### src/rtl/replay_pkg.sv
// Shared definitions for both ends of the replay-protected serial link.
package replay_pkg;

  localparam int          REPLAY_FRAME_LEN = 8;
  localparam logic [7:0]  REPLAY_TAG_MAX   = 8'hFF;

  typedef enum logic [2:0] {
    IDLE     = 3'd0,
    LOAD     = 3'd1,
    WAIT     = 3'd2,
    TAG      = 3'd3,
    TAG_WAIT = 3'd4
  } replay_state_e;

endpackage

### src/rtl/replay_tag_counter.sv
// Saturating replay-tag counter; once it reaches the maximum it holds there until reset.
module replay_tag_counter
  import replay_pkg::*;
#(
  parameter int TAG_W = 8
) (
  input  logic             clk,
  input  logic             reset,
  input  logic             inc_i,
  output logic [TAG_W-1:0] cnt_o,
  output logic             sat_o
);

  localparam logic [TAG_W-1:0] TAG_MAX = TAG_W'(REPLAY_TAG_MAX);

  logic [TAG_W-1:0] cnt_q, cnt_d;

  always_comb begin
    cnt_d = cnt_q;
    if (inc_i && (cnt_q != TAG_MAX)) begin
      cnt_d = cnt_q + 1'b1;
    end
  end

  always_ff @(posedge clk) begin
    if (reset) begin
      cnt_q <= '0;
    end else begin
      cnt_q <= cnt_d;
    end
  end

  assign cnt_o = cnt_q;
  assign sat_o = (cnt_q == TAG_MAX);

endmodule

### src/rtl/replay_protection_tx.sv
// Transmit-side replay-tag inserter: forwards payload bytes to the UART and
// appends a non-decreasing tag byte after every FRAME_LEN payload bytes.
module replay_protection_tx
  import replay_pkg::*;
#(
  parameter int FRAME_LEN = REPLAY_FRAME_LEN,
  parameter int TAG_W     = 8
) (
  input  logic       clk,
  input  logic       reset,
  input  logic [7:0] data_in,
  input  logic       data_valid,
  output logic       data_ready,
  output logic [7:0] tx_data,
  output logic       tx_start,
  input  logic       tx_complete,
  output logic       tag_sent,
  output logic       replay_exhausted
);

  localparam int IDX_W = (FRAME_LEN > 1) ? $clog2(FRAME_LEN) : 1;
  localparam logic [IDX_W-1:0] LAST_IDX = IDX_W'(FRAME_LEN - 1);

  replay_state_e    state_q, state_d;
  logic [IDX_W-1:0] byte_idx_q, byte_idx_d;
  logic [7:0]       tx_data_q, tx_data_d;
  logic             tag_inc;
  logic [TAG_W-1:0] tag_cnt;
  logic             tag_sat;

  always_comb begin
    state_d    = state_q;
    byte_idx_d = byte_idx_q;
    tx_data_d  = tx_data_q;
    tag_inc    = 1'b0;
    case (state_q)
      IDLE: begin
        if (data_valid) begin
          tx_data_d = data_in;
          state_d   = LOAD;
        end
      end
      LOAD: state_d = WAIT;
      WAIT: begin
        if (tx_complete) begin
          if (byte_idx_q == LAST_IDX) begin
            byte_idx_d = '0;
            tx_data_d  = 8'(tag_cnt);
            state_d    = TAG;
          end else begin
            byte_idx_d = byte_idx_q + 1'b1;
            state_d    = IDLE;
          end
        end
      end
      TAG: state_d = TAG_WAIT;
      TAG_WAIT: begin
        if (tx_complete) begin
          tag_inc = 1'b1;
          state_d = IDLE;
        end
      end
      default: state_d = IDLE;
    endcase
  end

  // The in-flight byte is simply dropped on reset; the receiver resets with us.
  always_ff @(posedge clk) begin
    if (reset) begin
      state_q    <= IDLE;
      byte_idx_q <= '0;
      tx_data_q  <= 8'h00;
    end else begin
      state_q    <= state_d;
      byte_idx_q <= byte_idx_d;
      tx_data_q  <= tx_data_d;
    end
  end

  replay_tag_counter #(
    .TAG_W (TAG_W)
  ) u_tag_counter (
    .clk   (clk),
    .reset (reset),
    .inc_i (tag_inc),
    .cnt_o (tag_cnt),
    .sat_o (tag_sat)
  );

  assign data_ready       = (state_q == IDLE) && !reset;
  assign tx_start         = (state_q == LOAD) || (state_q == TAG);
  assign tx_data          = tx_data_q;
  assign tag_sent         = tag_inc;
  assign replay_exhausted = tag_sat;

endmodule

### config.mk
export PLATFORM = sky130hd
export DESIGN_NAME = replay_protection_tx
export DESIGN_NICKNAME = d
export VERILOG_FILES = /design/src/rtl/replay_pkg.sv /design/src/rtl/replay_tag_counter.sv /design/src/rtl/replay_protection_tx.sv
export SDC_FILE = /design/constraint.sdc
export NUM_CORES = 1
export LEC_CHECK = 0
export ABC_AREA = 1
export BUFFER_PORTS_ARGS = -buffer_cell sky130_fd_sc_hd__buf_4
export CAP_MARGIN = 25
export CORE_MARGIN = 4
export CORE_UTILIZATION = 56
export DETAILED_ROUTE_END_ITERATION = 8
export MAX_ROUTING_LAYER = met4
export PLACE_DENSITY = 0.81
export SETUP_SLACK_MARGIN = 0.2
export SYNTH_ARGS = -nofsm -noshare
export SYNTH_HDL_FRONTEND = slang
export SYNTH_HIERARCHICAL = 1
export SYNTH_SLANG_ARGS = --single-unit
### constraint.sdc
create_clock -name clk -period 2.36 [get_ports clk]
set_input_delay 0.236 -clock clk [delete_from_list [all_inputs] [get_ports clk]]
set_output_delay 0.236 -clock clk [all_outputs]
set_load 0.02 [all_outputs]
==> summary.txt <==
status: finished clean
clk buf depth: 2
via count: 1239
CTS tree: done
Sink Count: 22
crit path capture type: primary output
final hold violations: 0
Max transition margin: 0.7534
sequential area share after synthesis: 0.3513
FF+latch area: 440.4 um^2
warnings from Yosys: 6
setup bufs post-CTS: 0
Post-Syn Instances: 197
cts hold-fix bufs: 0
crit start category: flop
Die ar.: 0.003060 mm^2
First DRT Iteration DRCs: 32
Static Leak: 0.7671 nW
post-detail-place hpwl: 2013 um
final WL: 2638 um
CP Class: reg2out
num ports: 24
Post-synth EDFFs: 0
diode count: 0
async set-reset flop share out of synthesis: 0
power per cell area: 983.6 mW/mm^2
starting density of the core: 0.6140
Mapped Nets: 212
Tcrit/Tclk final: 0.8033
TNS Setup: 0 ns
Top FF cell, synth: dfxtp_1
vias in the first global route: 1126
post-place setup slack: 0.8068 ns
DRC violation count after routing: 0
top cell types by occurrence after synthesis: 65 x nand2_1, 41 x nor2_1, 23 x inv_1
CP required: 2.12 ns
CP arrival: 1.66 ns
area share of the largest cell type after synthesis: 0.3513
post-cts resize count: 0
# fillers: 182
count leader, synth: nand2_1
Post-Synthesis Cell Area: 0.001254 mm^2
Syn Area/Cell: 6.364 um^2
Reg-to-Reg Start: state_q[2]$_SDFFE_PP0P_
nets@finish: 236
global-route wire length before repair: 4629 um
synth unique cells: 21
largest area contributor in the netlist: dfxtp_1
share of layout cells above drive strength 1: 0.1909
Peak VDD IR: 0.7243 mV
f_max: 527.5 MHz
Worst Hold Endpoint: state_q[2]$_SDFFE_PP0P_
Max Transition Viols Final: 0
chip height: 55.32 um
area of the multi-input gates: 673.1 um^2
RSZ-0062 raised after global routing: false
initial antenna violation count: 0
largest net degree at the start of global routing: 18
Area growth, synth to finish: 17.86%
Final setup viols: 0
Final min period: 1.896 ns
die width: 55.32 um
Layout Skew: 0.001922 ns
Least-Margin Pin Slew: 0.3691 ns
GRT overflow: 0
Antenna Nets Post-Route: 0
worst hold slack: 0.1047 ns
# rows: 16
Via density: 5.016
post-synthesis register bit count: 22
worst setup margin: 0.4643 ns
hold_sp: reset
TritonCTS buffer count: 3
number of port buffers: 23
clk slew on worst S/H paths: 0.12 ns
Area contributors post-synth: dfxtp_1 35%, nand2_1 19%, nor2_1 12%
worst reg2reg endpoint: u_tag_counter/cnt_o[7]$_SDFFE_PP0P_
core area: 0.002042 mm^2
R2R depth: 8
CP Max Fanout: 12
DR WL/cell: 10.68 um
Worst Hold Path Cells: 2
global placement routability congestion: 0.8343
Reg2Reg Setup Slack: 0.77 ns
Worst-Skew Late Latency: 0.30 ns
classification of the worst-slack hold path: in2reg
DRT Pass-1 Iters: 4
Root Driver: clkbuf_4
Total GRT Usage: 0.1835
# H-tree levels: 1
Max Cap Violations: 0
critical path, stage by stage, from the launching register on:
cell and delay, ns:
dfxtp_1 0.43, ha_1 0.24, inv_1 0.05, nor2_1 0.11
nand2_1 0.25, inv_1 0.13, buf_4 0.15
worst max-delay path by stage:
| stage | slack, ns | startpoint | depth (start not counted) | endpoint |
|---|---|---|---|---|
| after floorplan | 0.29 | state_q[1]$_SDFFE_PP0P_ | 8 | u_tag_counter/cnt_o[7]$_SDFFE_PP0P_ |
| after global placement | 0.90 | state_q[2]$_SDFFE_PP0P_ | 8 | u_tag_counter/cnt_o[7]$_SDFFE_PP0P_ |
| after detailed placement | 0.81 | state_q[2]$_SDFFE_PP0P_ | 8 | u_tag_counter/cnt_o[7]$_SDFFE_PP0P_ |
| after CTS | 0.46 | u_tag_counter/cnt_o[0]$_SDFFE_PP0P_ | 6 | replay_exhausted |
| after global routing | 0.28 | u_tag_counter/cnt_o[0]$_SDFFE_PP0P_ | 6 | replay_exhausted |
| final | 0.46 | u_tag_counter/cnt_o[0]$_SDFFE_PP0P_ | 6 | replay_exhausted |
metrics by stage:
step | power [mW] | utilization | cell area [um^2] | std cells
finish | 1.453 | 0.7237 | 1478 | 247
global route | 1.571 | 0.7237 | 1478 | 247
CTS | 1.466 | 0.7237 | 1478 | 247
detailed placement | 1.175 | 0.6979 | 1425 | 243
global placement | 1.147 | 0.6979 | 1425 | 243
floorplan | 0.9975 | - | 1254 | 197
final cells by class:
| class | count | area share |
|---|---|---|
| well taps | 27 | 0.02286 |
| inverters | 26 | 0.06605 |
| clock inverters | 1 | 0.02032 |
| flip-flops and latches | 22 | 0.2981 |
| multi-input cells | 144 | 0.4555 |
| clock buffers | 3 | 0.01524 |
| repair buffers | 24 | 0.1219 |
kinds of logic (layout without fill, tap and decap cells):
family / Yosys count / after routing / share of synthesized area
adders and majority gates: 3 / 3 / 0.02994
DFF: 22 / 22 / 0.3513
buffers and inverters: 31 / 54 / 0.1118
and+or+nand+nor: 128 / 128 / 0.4521
AOI/OAI and AO/OA: 13 / 13 / 0.05489
state kept, by name (all words and copies together) (netlist names):
name / flops
byte_idx_q: 3
state_q: 3
tx_data: 8
u_tag_counter/cnt_o: 8
cells in the final DEF, fill, tap and decap left out:
cell type / instances
o21ai_0: 4
dfxtp_1: 22
inv_2: 3
nand3_1: 8
nand3_4: 1
nand2_1: 65
inv_1: 23
nand3b_2: 1
nor2_1: 41
o21ai_2: 1
nand3_2: 2
nand3b_1: 2
nor4_1: 2
buf_4: 24
bufinv_16: 1
nor2_4: 3
a21oi_1: 8
ha_1: 3
clkbuf_4: 3
nand2_2: 3
power breakdown:
group,internal (mW),total [mW],switching (mW)
sequential,0.458,0.528,0.0700
clock,0.172,0.286,0.114
combinational,0.239,0.639,0.400
per-layer routing:
metal | vias up | GRT usage | wire [um]
met4 | 0 | 0.05903 | 13
li1 | 650 | - | -
met1 | 539 | 0.2265 | 1180
met5 | - | - | 0
met2 | 48 | 0.3024 | 1265
met3 | 2 | 0.03263 | 178
(Power assumes the default switching activity.)
